--- src/rtl/ps2_key_decoder.sv ---
// PS/2 keyboard receiver that decodes make/break scan codes into held-button levels for up to four players.
// Define PS2_PARITY_CHECK_EN to reject frames with even parity; otherwise the parity bit is ignored.
module ps2_key_decoder #(
  parameter int unsigned                  NUM_PLAYERS    = 2,
  parameter logic [NUM_PLAYERS*45-1:0]    KEYMAP         = {9'h05A, 9'h04B, 9'h03B, 9'h042, 9'h043,
                                                            9'h029, 9'h023, 9'h01C, 9'h01B, 9'h01D},
  parameter int unsigned                  TIMEOUT_CYCLES = 50000
) (
  input  logic                     clk_50m,
  input  logic                     rst_n,
  input  logic                     kclk,
  input  logic                     kdata,
  output logic [NUM_PLAYERS*5-1:0] btns,
  output logic [7:0]               scan_code,
  output logic                     scan_valid,
  output logic                     frame_err
);

  localparam int unsigned NB = NUM_PLAYERS * 5;
  localparam int unsigned TW = $clog2(TIMEOUT_CYCLES + 1);

  typedef enum logic {IDLE, RECV} state_t;

  state_t          state, state_n;
  logic [3:0]      bit_cnt, bit_cnt_n;
  logic [TW-1:0]   to_cnt, to_cnt_n;
  logic            kclk_s1, kclk_s2, kclk_d;
  logic            kdata_s1, kdata_s2;
  logic            fall;
  logic            frame_done, timeout;
  logic            parity_ok, frame_ok;
  logic [8:0]      rx_sr;
  logic [7:0]      rx_byte;
  logic            ext, brk;
  logic [NB-1:0]   btns_n;

  always_ff @(posedge clk_50m or negedge rst_n) begin
    if (!rst_n) begin
      kclk_s1  <= 1'b1;
      kclk_s2  <= 1'b1;
      kclk_d   <= 1'b1;
      kdata_s1 <= 1'b1;
      kdata_s2 <= 1'b1;
    end else begin
      kclk_s1  <= kclk;
      kclk_s2  <= kclk_s1;
      kclk_d   <= kclk_s2;
      kdata_s1 <= kdata;
      kdata_s2 <= kdata_s1;
    end
  end

  assign fall = kclk_d & ~kclk_s2;

  always_ff @(posedge clk_50m or negedge rst_n) begin
    if (!rst_n) begin
      state   <= IDLE;
      bit_cnt <= '0;
      to_cnt  <= '0;
    end else begin
      state   <= state_n;
      bit_cnt <= bit_cnt_n;
      to_cnt  <= to_cnt_n;
    end
  end

  always_comb begin
    state_n    = state;
    bit_cnt_n  = bit_cnt;
    to_cnt_n   = to_cnt;
    frame_done = 1'b0;
    timeout    = 1'b0;
    case (state)
      IDLE: begin
        to_cnt_n = '0;
        if (fall && !kdata_s2) begin
          state_n   = RECV;
          bit_cnt_n = 4'd1;
        end
      end
      RECV: begin
        if (fall) begin
          to_cnt_n = '0;
          if (bit_cnt == 4'd10) begin
            frame_done = 1'b1;
            state_n    = IDLE;
            bit_cnt_n  = '0;
          end else begin
            bit_cnt_n = bit_cnt + 4'd1;
          end
        end else if (to_cnt == TW'(TIMEOUT_CYCLES - 1)) begin
          timeout   = 1'b1;
          state_n   = IDLE;
          bit_cnt_n = '0;
          to_cnt_n  = '0;
        end else begin
          to_cnt_n = to_cnt + 1'b1;
        end
      end
      default: state_n = IDLE;
    endcase
  end

  // Data and parity bits shift in from the top; after nine shifts rx_sr = {parity, data[7:0]}.
  always_ff @(posedge clk_50m or negedge rst_n) begin
    if (!rst_n) begin
      rx_sr <= '0;
    end else if (state == RECV && fall && bit_cnt != 4'd10) begin
      rx_sr <= {kdata_s2, rx_sr[8:1]};
    end
  end

  assign rx_byte = rx_sr[7:0];

`ifdef PS2_PARITY_CHECK_EN
  assign parity_ok = ^rx_sr;
`else
  assign parity_ok = 1'b1;
`endif

  // The stop bit is taken live from the synchroniser on the completing edge.
  assign frame_ok = kdata_s2 & parity_ok;

  always_comb begin
    btns_n = btns;
    for (int unsigned i = 0; i < NB; i++) begin
      if (KEYMAP[i*9 +: 9] == {ext, rx_byte}) btns_n[i] = ~brk;
    end
  end

  always_ff @(posedge clk_50m or negedge rst_n) begin
    if (!rst_n) begin
      btns       <= '0;
      scan_code  <= '0;
      scan_valid <= 1'b0;
      frame_err  <= 1'b0;
      ext        <= 1'b0;
      brk        <= 1'b0;
    end else begin
      scan_valid <= 1'b0;
      frame_err  <= 1'b0;
      if (timeout) begin
        frame_err <= 1'b1;
        ext       <= 1'b0;
        brk       <= 1'b0;
      end else if (frame_done) begin
        if (frame_ok) begin
          scan_valid <= 1'b1;
          scan_code  <= rx_byte;
          if (rx_byte == 8'hE0) begin
            ext <= 1'b1;
          end else if (rx_byte == 8'hF0) begin
            brk <= 1'b1;
          end else begin
            btns <= btns_n;
            ext  <= 1'b0;
            brk  <= 1'b0;
          end
        end else begin
          frame_err <= 1'b1;
          ext       <= 1'b0;
          brk       <= 1'b0;
        end
      end
    end
  end

endmodule
--- config.mk ---
export PLATFORM = sky130hd
export DESIGN_NAME = ps2_key_decoder
export DESIGN_NICKNAME = d
export VERILOG_FILES = /design/src/rtl/ps2_key_decoder.sv
export SDC_FILE = /design/constraint.sdc
export NUM_CORES = 1
export LEC_CHECK = 0
export CAP_MARGIN = 20
export CORE_MARGIN = 2
export CORE_UTILIZATION = 56
export CTS_BUF_LIST = sky130_fd_sc_hd__clkbuf_4 sky130_fd_sc_hd__clkbuf_8
export CTS_CLUSTER_DIAMETER = 30
export DETAILED_ROUTE_END_ITERATION = 16
export PLACE_DENSITY_LB_ADDON = 0.12
export REMOVE_ABC_BUFFERS = 1
export SYNTH_ARGS = -nofsm -noshare
export SYNTH_HDL_FRONTEND = slang
export SYNTH_SLANG_ARGS = --single-unit
--- constraint.sdc ---
create_clock -name clk_50m -period 4.2 [get_ports clk_50m]
set_clock_uncertainty 0.2 [all_clocks]
set_input_delay 0.42 -clock clk_50m [delete_from_list [all_inputs] [get_ports clk_50m]]
set_output_delay 0.42 -clock clk_50m [all_outputs]
set_load 0.02 [all_outputs]
==> impl_metrics.toml, run 1 <==
[die]
die-width_um = 72.5
pin_count = 24
start_util = 0.591
die_y_um = 72.5
dieArea_mm2 = 0.00525
core_mm2 = 0.00444
rows = 24

[logic_synthesis]
synth_edf_count = 0
async_flop_share = 1.00
synthFlopType = "dfrtp_1"
yosysTopAreaCell = "dfrtp_1"
ys_top_cells_by_area = "dfrtp_1, mux2_2, dfstp_2, xnor2_1, nor2_1"
syn_area_per_cell_um2 = 11.7
yosysWarnings = 0
ys_seq_area_frac = 0.545
syn_inst = 224
synth_cell_types = 45
synth_seq_cells = 57
synth_area_mm2 = 0.00263
synth_top_area_frac = 0.495

[cells_and_area]
mostFrequentLayoutCells = "dfrtp_1, nor2_1, clkdlybuf4s50_1"
layout_commonest_cell = "dfrtp_1"
area_growth_syn_to_layout_pct = 17.1
drive_gt1_frac = 0.184
fillCellCount = 342
nets = 258
antenna_cells = 0
seq_area_mm2 = 0.00143
multi_input_area_mm2 = 0.00108

[setup_path]
crit_chain = "inv_1 > ha_1 > nand4b_4 > or4b_4 > nor4b_2 > mux2i_1"
cpLargestDelayFamily = "simple AND/OR/NAND/NOR gates"
cp_max_fo = 18
worstPathRequired_ns = 4.25
path_class = "reg -> reg"
cp_num_buf_inv = 1
crit_path_max_incr_delay_ns = 0.65
crit_path_end_kind = "register"
cpMaxStageDelayCell = "or4b_4"
arrival_ns = 2.37
critPathLaunchType = "register"

[clocking]
clock_latency_ns = 0.33
cts_buffers = 9
root_buffer = "clkbuf_8"
cts_sinks = 57
cts_resized = 0
holdBufCountCts = 0
path_clk_slew_ns = 0.06
post_cts_buffers = 0
htree_num_levels = 3
clock_path_buffers = 2
cts_tree = "done"

[detailed_routing]
routed_via_density = 5.67
drt_first_pass_iters = 4
postRouteAntennaNets = 0
wl_per_cell_um = 14.4
vias = 1745
drt_wl_total_um = 4450
drc = 0
drt_iter0_drc = 99

[grt]
grt_util_met1 = 0.259
antenna_found_initial = 0
grt.busiest_layer = "met2"
grt_max_degree = 58
first_global_vias = 1737
grt_pass1_wl_um = 7850
grt_use_met3 = 0.0625
grt_usage = 0.198
globalRouteMet2Util = 0.307
gr-total-overflow = 0

[sta]
post-route-min-period_ns = 2.31
slew_headroom = 0.556
rsz0062_at_grt = "false"
timing.fmax_mhz = 432
tns_ns = 0
hold_viol = 0
setup_viol = 0
maxSlewViolCount = 0
post-route-period-util = 0.551
tightest_slew_ns = 0.665

[power]
powerDensity_mw_per_mm2 = 448
leakage_nw = 1.31
vdd_drop_max_mv = 0.324
power_w = 0.00138

[worst_hold_path]
hp-class = "in -> async"

[status]
status = "completed"

[placed_design]
globalplace.congestion = 0.764
numPortBuffers = 23
dp_hpwl_um = 3080

[run]
cap_viol_max_count = 0
-- stage by stage --
stage	instance area [um^2]	std cells	hold WS (ns)	setup WS [ns]	utilization
final	3080	308	0.0124	1.89	0.692
after global routing	3080	308	0.0838	1.73	0.692
after CTS	3080	308	0.0286	1.89	0.692
after detailed placement	2860	292	0.151	1.90	0.644
after global placement	2860	292	0.146	1.96	0.644
after floorplan	2550	215	-0.0756	1.80	-
-- worst paths after layout --
check | end | start | slack [ns] | depth (start not counted)
max | btns[3] | bit_cnt[0] | 1.89 | 6
min | btns[3] | rst_n | 0.01 | 2
max reg2reg | btns[3] | bit_cnt[0] | 1.89 | 6
min reg2reg | frame_ok | kdata_s1 | 0.16 | 0
max in group asynchronous | rx_sr[7] | rst_n | 3.35 | 2
min in group clk_50m | frame_ok | kdata_s1 | 0.16 | 0
-- cells by family (layout without fill, tap and decap cells) --
| family | after synthesis | in the layout | share of synthesized area |
|---|---|---|---|
| and+or+nand+nor | 80 | 80 | 0.179 |
| DFF | 57 | 57 | 0.546 |
| AOI/OAI and AO/OA | 30 | 30 | 0.0896 |
| buffers and inverters | 21 | 53 | 0.0443 |
| muxes | 19 | 19 | 0.0805 |
| xor gates and xnor gates | 14 | 14 | 0.0467 |
| adders and majority gates | 3 | 3 | 0.0143 |
-- cells in the mapped netlist (3+ instances only) --
cell type / instances
dfrtp_1: 52
nor2_1: 25
mux2_2: 17
inv_1: 12
nand2_1: 11
xnor2_1: 11
nand4_1: 8
o31ai_1: 7
nand3_1: 6
o41ai_1: 6
dfstp_2: 5
nor3_1: 5
nor4_1: 5
a21oi_1: 4
o21ai_0: 4
buf_6: 3
ha_1: 3
nor2b_1: 3
nor4bb_1: 3
xor2_1: 3
-- sequential cells by signal, indices dropped and copies added (netlist names) --
signal	count
kclk_d	1
ext	1
kclk_s2	1
rx_sr	9
frame_ok	1
brk	1
to_cnt	16
btns	10
scan_valid	1
bit_cnt	4
frame_err	1
state	1
scan_code	8
kclk_s1	1
kdata_s1	1
-- per-layer routing --
metal	share of wire	vias up	routed length [um]
li1	-	864	-
met5	0	-	0
met4	0.018	0	81
met1	0.49	842	2180
met3	0.040	9	177
met2	0.45	30	2010
-- where the power goes --
group | internal (W) | leakage, nW | switching, W
Clock | 0.000321 | 0.105 | 0.000212
Combinational | 0.0000768 | 0.446 | 0.0000872
Sequential | 0.000602 | 0.762 | 0.0000797
Total | 0.00100 | 1.31 | 0.000379
-- layout make-up --
class	count	share of cell area
Timing Repair Buffer	25	0.0781
Inverter	12	0.0146
Multi-Input combinational cell	146	0.350
Clock inverter	4	0.0163
Sequential cell	57	0.466
Tap cell	52	0.0212
Clock buffer	12	0.0537
No activity file was read; power rests on OpenSTA's default activity.
==> run 2: changes to the inputs <==
- CORE_UTILIZATION: 56 -> 53
- clock period: 4.2 -> 2.1 ns (I/O delays scaled with it)
==> run 2 against run 1 <==
Against the previous run:
- the run now ends with setup timing left
- clock power grew 89%
- power grew 99%
- sequential share of layout area shrank 2.2 points
- first-iteration DRC count shrank 45%
- final area grew 4.9%
- via count grew 2.5%
- wire length grew 3.1%
- setup slack lost 1.9 ns
- core utilization shrank 1.3 points
- largest power group unchanged
- flip-flop and latch count is the same
- critical path depth grew 1
==> impl_metrics.toml, run 2 (synthesis gave the netlist of run 1 again) <==
[clocking]
htree_num_levels = 3
cts_buffers = 9
path_clk_slew_ns = 0.06
clock_latency_ns = 0.34
cts_sinks = 57
clock_path_buffers = 2
root_buffer = "clkbuf_8"
cts_tree = "done"

[cells_and_area]
largest_reg_flops = 16
mostFrequentLayoutCells = "dfrtp_1, nor2_1, clkdlybuf4s50_1"
reg_top3 = "to_cnt (16), btns (10), rx_sr (9)"
drive_gt1_frac = 0.235
fillCellCount = 378
area_growth_syn_to_layout_pct = 22.9
final_area_mm2 = 0.00323
regMostFlops = "to_cnt"
layout_commonest_cell = "dfrtp_1"
nets = 270
antenna_cells = 0
post-route-util = 0.679
stdcell_count = 335

[setup_path]
rrSetupSlack_ns = -0.06
r2r-start = "bit_cnt[0]"
crit_chain = "inv_1 > ha_2 > nand4b_4 > or4b_4 > buf_12 > o31ai_2 > o41ai_1"
cp_num_buf_inv = 2
worst-path-stages = 7
worstRegToRegCells = 7
critPathLaunchType = "register"
worstPathRequired_ns = 2.10
crit_path_max_incr_delay_ns = 0.55
crit_path_end_kind = "register"
cpLargestDelayFamily = "simple AND/OR/NAND/NOR gates"
arrival_ns = 2.15
reg2reg_to = "btns[9]"
cpMaxStageDelayCell = "or4b_4"
cp_max_fo = 16
path_class = "reg -> reg"

[sta]
setup_viol = 7
fin_ws_ns = -0.0564
maxSlewViolCount = 0
post-route-period-util = 1.03
slew_headroom = 0.736
tightest_slew_ns = 0.396
post-route-min-period_ns = 2.16
timing.fmax_mhz = 464
hold_viol = 0
rsz0062_at_grt = "true"

[worst_hold_path]
min_from = "kdata"
worstHoldPathCells = 1
hp-class = "in -> reg"
hold_path_end = "kdata_s1"

[grt]
grt_max_degree = 58
gr-total-overflow = 0
grt_pass1_wl_um = 8190
first_global_vias = 1778
grt_usage = 0.201
antenna_found_initial = 0

[power]
vdd_drop_max_mv = 0.529
power_w = 0.00275
powerDensity_mw_per_mm2 = 851
leakage_nw = 1.37

[detailed_routing]
drt_wl_total_um = 4580
postRouteAntennaNets = 0
routed_via_density = 5.34
wl_per_cell_um = 13.7
drc = 0
vias = 1788
drt_first_pass_iters = 4
drt_iter0_drc = 54

[status]
status = "finished with violations"
violations = "setup timing"

[placed_design]
dp_hpwl_um = 3150
post-place-cells = 318
numPortBuffers = 23
globalplace.congestion = 0.760
postPlaceCellArea_mm2 = 0.00299

[die]
die-width_um = 74.4
dieArea_mm2 = 0.00553
die_y_um = 74.4
pin_count = 24
start_util = 0.552
rows = 25
core_mm2 = 0.00475

[run]
cap_viol_max_count = 0
## run 2: final cells by class
class	instances	area, um^2	area share
Sequential cell	57	1430	0.444
Multi-Input combinational cell	146	1110	0.344
Timing Repair Buffer	37	358	0.111
Clock buffer	10	131	0.0407
Tap cell	67	83.8	0.0260
Clock inverter	6	67.6	0.0209
Inverter	12	45.0	0.0140
## run 2: routing by layer
metal	routed length, um	track usage	part of all wire
met1	2150	0.263	0.47
met5	0	0	0
met3	183	0.0813	0.040
met2	2210	0.304	0.48
met4	36	0.0714	0.0079
## run 2: per-stage QoR
stage                     setup slack (ns)  TNS (ns)  hold WS (ns)
after global placement             -0.0181   -0.0983        0.0352
after floorplan                     -0.301     -3.19        -0.286
after CTS                          -0.0783    -0.455        0.0627
after global routing                -0.137     -1.07        0.0694
after detailed placement            -0.135    -0.510        0.0294
final                              -0.0564    -0.326        0.0790
## run 2: where the power goes
| group | total, W | internal (W) | switching, W |
|---|---|---|---|
| clock network | 0.00101 | 0.000564 | 0.000445 |
| logic | 0.000390 | 0.000191 | 0.000198 |
| registers | 0.00135 | 0.00120 | 0.000143 |
| total | 0.00275 | 0.00196 | 0.000787 |
## run 2: worst register-to-register path, stage by stage, from the launching register on
cell,delay [ns]
dfrtp_1,0.38
inv_1,0.06
ha_2,0.20
nand4b_4,0.11
or4b_4,0.55
buf_12,0.18
o31ai_2,0.24
o41ai_1,0.10
## run 2: worst max-delay path by stage
| stage | start | end | slack (ns) |
|---|---|---|---|
| global placement | bit_cnt[0] | btns[6] | -0.02 |
| CTS | bit_cnt[0] | btns[5] | -0.08 |
| detailed placement | bit_cnt[0] | btns[1] | -0.13 |
| global route | bit_cnt[0] | btns[8] | -0.14 |
| floorplan | kclk_d | rx_sr[0] | -0.30 |
| finish | bit_cnt[0] | btns[9] | -0.06 |
## run 2: timing repair
action                                 CTS  global route
buffers inserted                         0             0
pin swaps                                0             0
hold buffers                             1             0
resized for setup                        3             3
setup endpoints to repair                9            10
endpoints found under the hold margin   57             0
